## src/rtl/uart_ctrl_pkg.sv

```systemverilog
// Shared types and bit positions for the UART control-register sequencer.
// Bit indices locate the command/status flags within the control register.
package uart_ctrl_pkg;

   typedef enum logic [1:0] {
      ST_IDLE  = 2'd0,
      ST_START = 2'd1,
      ST_WAIT  = 2'd2,
      ST_CLEAR = 2'd3
   } state_e;

   localparam int SEND_BIT   = 0;
   localparam int NEW_RX_BIT = 1;
   localparam int OVR_BIT    = 2;
   localparam int ERR_BIT    = 3;
   localparam int BYTE_W     = 8;

endpackage

```

## src/rtl/module_uart_ctrl_timeout.sv

```systemverilog
// TX watchdog: load clears the count, en advances it, expired_o flags the LIMIT-th enabled cycle.
// Only compiled with UART_CTRL_TIMEOUT_EN; no backpressure, purely combinational expiry.
`ifdef UART_CTRL_TIMEOUT_EN
module module_uart_ctrl_timeout #(
   parameter int LIMIT = 200000
) (
   input  logic clk_i,
   input  logic rst_n_i,
   input  logic load_i,
   input  logic en_i,
   output logic expired_o
);

   localparam int CNT_W = $clog2(LIMIT + 1);

   logic [CNT_W-1:0] count_q, count_d;

   always_comb begin
      count_d = count_q;
      if (load_i) begin
         count_d = '0;
      end else if (en_i) begin
         count_d = count_q + CNT_W'(1);
      end
   end

   always_ff @(posedge clk_i) begin
      if (!rst_n_i) begin
         count_q <= '0;
      end else begin
         count_q <= count_d;
      end
   end

   assign expired_o = en_i && (count_q == CNT_W'(LIMIT - 1));

endmodule
`endif

```

## src/rtl/module_uart_ctrl_fsm.sv

```systemverilog
// Sequences TX launches and RX captures, writing status back through the priority FSM port; 1-cycle
// latency from SEND/rx_valid to action, no backpressure. TX watchdog enabled by UART_CTRL_TIMEOUT_EN.
module module_uart_ctrl_fsm
   import uart_ctrl_pkg::*;
#(
   parameter int DATA_W = 32
`ifdef UART_CTRL_TIMEOUT_EN
  ,parameter int TIMEOUT_CYCLES = 200000
`endif
) (
   input  logic              clk_i,
   input  logic              rst_n_i,
   input  logic [DATA_W-1:0] ctrl_reg_i,
   input  logic              tx_done_i,
   input  logic              rx_valid_i,
   input  logic [BYTE_W-1:0] rx_data_i,
   output logic              tx_start_o,
   output logic              we_fsm_o,
   output logic [DATA_W-1:0] instruccion_fsm_o,
   output logic [BYTE_W-1:0] rx_data_o,
   output logic              busy_o
);

   state_e            state_q, state_d;
   logic [BYTE_W-1:0] rx_data_q, rx_data_d;
   logic              rx_pend_q, rx_pend_d;
   logic              ovr_pend_q, ovr_pend_d;
   logic [DATA_W-1:0] wr_val;
   logic              we;

`ifdef UART_CTRL_TIMEOUT_EN
   logic err_pend_q, err_pend_d;
   logic tmo_expired;

   module_uart_ctrl_timeout #(
      .LIMIT (TIMEOUT_CYCLES)
   ) u_timeout (
      .clk_i     (clk_i),
      .rst_n_i   (rst_n_i),
      .load_i    (state_q == ST_START),
      .en_i      (state_q == ST_WAIT),
      .expired_o (tmo_expired)
   );
`endif

   always_comb begin
      state_d   = state_q;
      rx_data_d = rx_valid_i ? rx_data_i : rx_data_q;
      rx_pend_d = rx_valid_i;
      // A byte still unacknowledged in the register, or one whose NEW_RX write is only now landing, is overrun.
      ovr_pend_d = rx_valid_i & (ctrl_reg_i[NEW_RX_BIT] | rx_pend_q);
`ifdef UART_CTRL_TIMEOUT_EN
      err_pend_d = 1'b0;
`endif

      case (state_q)
         ST_IDLE:  if (ctrl_reg_i[SEND_BIT]) state_d = ST_START;
         ST_START: state_d = ST_WAIT;
         ST_WAIT: begin
            if (tx_done_i) begin
               state_d = ST_CLEAR;
`ifdef UART_CTRL_TIMEOUT_EN
            end else if (tmo_expired) begin
               state_d    = ST_CLEAR;
               err_pend_d = 1'b1;
`endif
            end
         end
         ST_CLEAR: state_d = ST_IDLE;
         default:  state_d = ST_IDLE;
      endcase

      wr_val = ctrl_reg_i;
      if (state_q == ST_CLEAR) wr_val[SEND_BIT]   = 1'b0;
      if (rx_pend_q)           wr_val[NEW_RX_BIT] = 1'b1;
      if (ovr_pend_q)          wr_val[OVR_BIT]    = 1'b1;
      we = (state_q == ST_CLEAR) | rx_pend_q | ovr_pend_q;
`ifdef UART_CTRL_TIMEOUT_EN
      if (err_pend_q) wr_val[ERR_BIT] = 1'b1;
      we = we | err_pend_q;
`endif
   end

   always_ff @(posedge clk_i) begin
      if (!rst_n_i) begin
         state_q    <= ST_IDLE;
         rx_data_q  <= '0;
         rx_pend_q  <= 1'b0;
         ovr_pend_q <= 1'b0;
`ifdef UART_CTRL_TIMEOUT_EN
         err_pend_q <= 1'b0;
`endif
      end else begin
         state_q    <= state_d;
         rx_data_q  <= rx_data_d;
         rx_pend_q  <= rx_pend_d;
         ovr_pend_q <= ovr_pend_d;
`ifdef UART_CTRL_TIMEOUT_EN
         err_pend_q <= err_pend_d;
`endif
      end
   end

   assign tx_start_o        = (state_q == ST_START);
   assign we_fsm_o          = we;
   assign instruccion_fsm_o = we ? wr_val : '0;
   assign rx_data_o         = rx_data_q;
   assign busy_o            = (state_q != ST_IDLE);

endmodule

```

## config.mk

```make
export PLATFORM = sky130hd
export DESIGN_NAME = module_uart_ctrl_fsm
export DESIGN_NICKNAME = d
export VERILOG_FILES = /design/src/rtl/uart_ctrl_pkg.sv /design/src/rtl/module_uart_ctrl_timeout.sv /design/src/rtl/module_uart_ctrl_fsm.sv
export SDC_FILE = /design/constraint.sdc
export NUM_CORES = 1
export LEC_CHECK = 0
export CORE_MARGIN = 8
export CORE_UTILIZATION = 25
export DETAILED_ROUTE_END_ITERATION = 7
export GPL_ROUTABILITY_DRIVEN = 0
export PLACE_DENSITY = 0.77
export SYNTH_ARGS = -nofsm -noshare
export SYNTH_HDL_FRONTEND = slang
export SYNTH_SLANG_ARGS = --single-unit
export TNS_END_PERCENT = 100
```

## constraint.sdc

```tcl
create_clock -name clk_i -period 1.4 [get_ports clk_i]
set_clock_uncertainty 0.15 [all_clocks]
set_input_delay 0.21 -clock clk_i [delete_from_list [all_inputs] [get_ports clk_i]]
set_output_delay 0.21 -clock clk_i [all_outputs]
set_load 0.03 [all_outputs]
```

==> reports/results.tsv <==
stage	metric	value	unit
outcome	status	finished, violations left	
outcome	failing checks	negative setup slack	
sta	setup tns final	-13.35	ns
routing	post-route ant nets	0	
floorplan	row count	20	
clocking	Clock Tree Root	clkbuf_4	
worst_setup_path	Worst Setup End Kind	output port	
floorplan	Starting Density	0.259	
synthesis	number of synthesized register bits	12	
floorplan	I/O pins	87	
clocking	CTS Hold Bufs	0	
clocking	number of clock sinks	12	
pwr	Power Dens Cells	1040	mW/mm^2
worst_setup_path	crit path from	state_q[1]	
sta	Final Setup Violations	37	
final_layout	layout cells sized above 1	0.550	
worst_setup_path	Buf+Inv Stages, Crit Path	4	
sta	final worst slack	-0.482	ns
placed_design	Detail Placement HPWL	2800	um
final_layout	Diodes inserted	0	
sta	RSZ-0062 raised after global routing	yes	
sta	crit path time final	1.88	ns
min_path	Hold Startpoint	rx_data_o[5]	
floorplan	height of the die	71.8	um
final_layout	fin cells	233	
worst_setup_path	WS Path Type	reg -> out	
final_layout	FILL cells	206	
sta	final hold vios	0	
global_route	number of global-route vias before repair	998	
clocking	CTS H-Tree Depth	1	
global_route	grt total ovfl	0	
synthesis	Post-Syn Instances	87	
synthesis	sequential area share after synthesis	0.309	
clocking	clock slew at reported path FFs	0.07	ns
synthesis	Post-synth EDFFs	0	
routing	via count	1052	
sta	final slew viol count	0	
pwr	Worst VDD drop	812	uV
worst_setup_path	CP max-delay cell	dfxtp_2	
sta	Slew HR	0.790	
worst_setup_path	CP startpoint kind	flip-flop	
sta	Least-Margin Pin Slew	0.317	ns
final_layout	multi-input logic area	666	um^2
synthesis	syn nets	136	
floorplan	full die area	0.00515	mm^2
floorplan	Core ar.	0.00300	mm^2
global_route	first-pass GRT wire length	5210	um
clocking	CTS Buffer Depth	2	
placed_design	Setup Slack @ Placement	-0.526	ns
worst_setup_path	reg-to-reg startpoint	state_q[1]	
global_route	initial antenna violation count	0	
min_path	Hold WC Path Type	reg -> reg	
worst_setup_path	Worst EP required	1.04	ns
routing	DR DRC count	0	
final_layout	Reg area	243	um^2
routing	Routed WL	4200	um
routing	DRC violation total after the first TritonRoute iteration	39	
pwr	static leakage	1.01	nW
worst_setup_path	critical path peak fanout	8	
floorplan	Die W	71.8	um
worst_setup_path	CP delay by family, top	buffers and inverters	
sta	Tcrit/Tclk final	1.34	
synthesis	top_reg_cell synth	dfxtp_1	
flow_run	Max-cap violations	0	
worst_setup_path	Worst Path Arrival	1.52	ns
final_layout	Final Util	0.728	
final_layout	final net count	250	
global_route	largest net degree at the start of global routing	32	
synthesis	Post-Syn Area per Cell	8.95	um^2
synthesis	top-area cell type share of the netlist area	0.314	
synthesis	Commonest cells post-synth	nor2b_1, dfxtp_1, mux2i_1	
synthesis	Synth Cell Area	778	um^2
synthesis	YS warnings	0	
final_layout	P&R area growth vs syn	181	%
routing	DR vias/cell	4.52	
synthesis	area leader, netlist	nor2b_1	
synthesis	Async SR Flop Fraction	0	
placed_design	IO buf count	86	
routing	DR WL/cell	18.0	um
sta	fmax	531	MHz
routing	DRT Pass-1 Iters	4	
worst_setup_path	CP cell instances	ha_4 > nor3_4 > buf_12 > clkbuf_16 > buf_4 > nor2b_4 > buf_6	
worst_setup_path	Max stage delay on crit path	0.34	ns
placed_design	Cells after DPL	212	
synthesis	Synth area leaders	nor2b_1, dfxtp_1, mux2i_1	
clocking	Worst-Skew Late Latency	0.26	ns
clocking	TritonCTS Buffers	3	
global_route	Total GRT Usage	0.125	
synthesis	top-count cell post-synth	nor2b_1	
clocking	CTS tree	done	
synthesis	synth unique cells	18	
[logic make-up (layout without fill, tap and decap cells)]
family          after synthesis  count (layout)  synth area share
compound gates                4               4            0.0338
fa+ha+maj                     5               5            0.0804
buf+inv                      10             123            0.0820
flops                        12              12             0.309
mux                           9               9             0.116
simple gates                 47              47             0.379
[worst min-delay path, stage by stage, from the launching register on]
cell,delay [ns]
dfxtp_1,0.33
mux2i_1,0.07
nor2b_1,0.09
[power by group]
group          leakage [nW]  internal (mW)  switching, mW
clock network        0.0210          0.158          0.113
logic                 0.894          0.814          0.759
registers            0.0999          0.386         0.0335
[repair_timing]
item                                    in CTS  in global routing
resized for setup                          111                164
buffers inserted                             2                 15
endpoints found under the setup margin      43                 41
pin swaps                                    2                  3
gates cloned                                 0                  3
[sequential cells by signal (all words and copies together), names as in the netlist]
signal      flops
ovr_pend_q      1
rx_data_o       8
rx_pend_q       1
state_q         2
[area by class of cell]
cell class                 instances  area share
timing repair buffer             114       0.539
tap                               33      0.0189
inverter                           5     0.00973
clock buffer                       4      0.0166
multi-input combinational         65       0.304
sequential                        12       0.111
[routing by layer]
layer  share of wire  wire length [um]  GRT usage  vias up
li1                -                 -          -      497
met1            0.41              1710      0.148      484
met2            0.47              1980      0.205       69
met3            0.11               478     0.0488        2
met4          0.0043                18     0.0272        0
met5               0                 0          0        -
[placed cells by master (no fill, tap or decap), types with 3 or more instances in the layout]
| master | n |
|---|---|
| clkbuf_4 | 3 |
| nor2b_1 | 12 |
| nor2b_4 | 13 |
| buf_4 | 21 |
| nor2b_2 | 14 |
| clkdlybuf4s50_1 | 43 |
| dfxtp_1 | 10 |
| inv_1 | 3 |
| mux2i_1 | 9 |
| ha_4 | 3 |
| buf_6 | 38 |
[final timing paths]
| path | endpoint | slack, ns | cells after the start |
|---|---|---|---|
| hold reg to reg | rx_data_o[5] | 0.37 | 2 |
| setup reg to reg | state_q[0] | -0.05 | 6 |
| hold / removal | rx_data_o[5] | 0.37 | 2 |
| setup / recovery | instruccion_fsm_o[11] | -0.48 | 7 |
[metrics by stage]
stage	cell area [um^2]	hold slack [ns]	power (mW)
finish	2190	0.371	2.26
global route	2190	0.407	2.36
CTS	1950	0.379	1.97
detailed placement	1810	0.364	1.60
global placement	1810	0.346	1.56
floorplan	875	0.202	1.09
No activity file was read; power rests on OpenSTA's default activity.
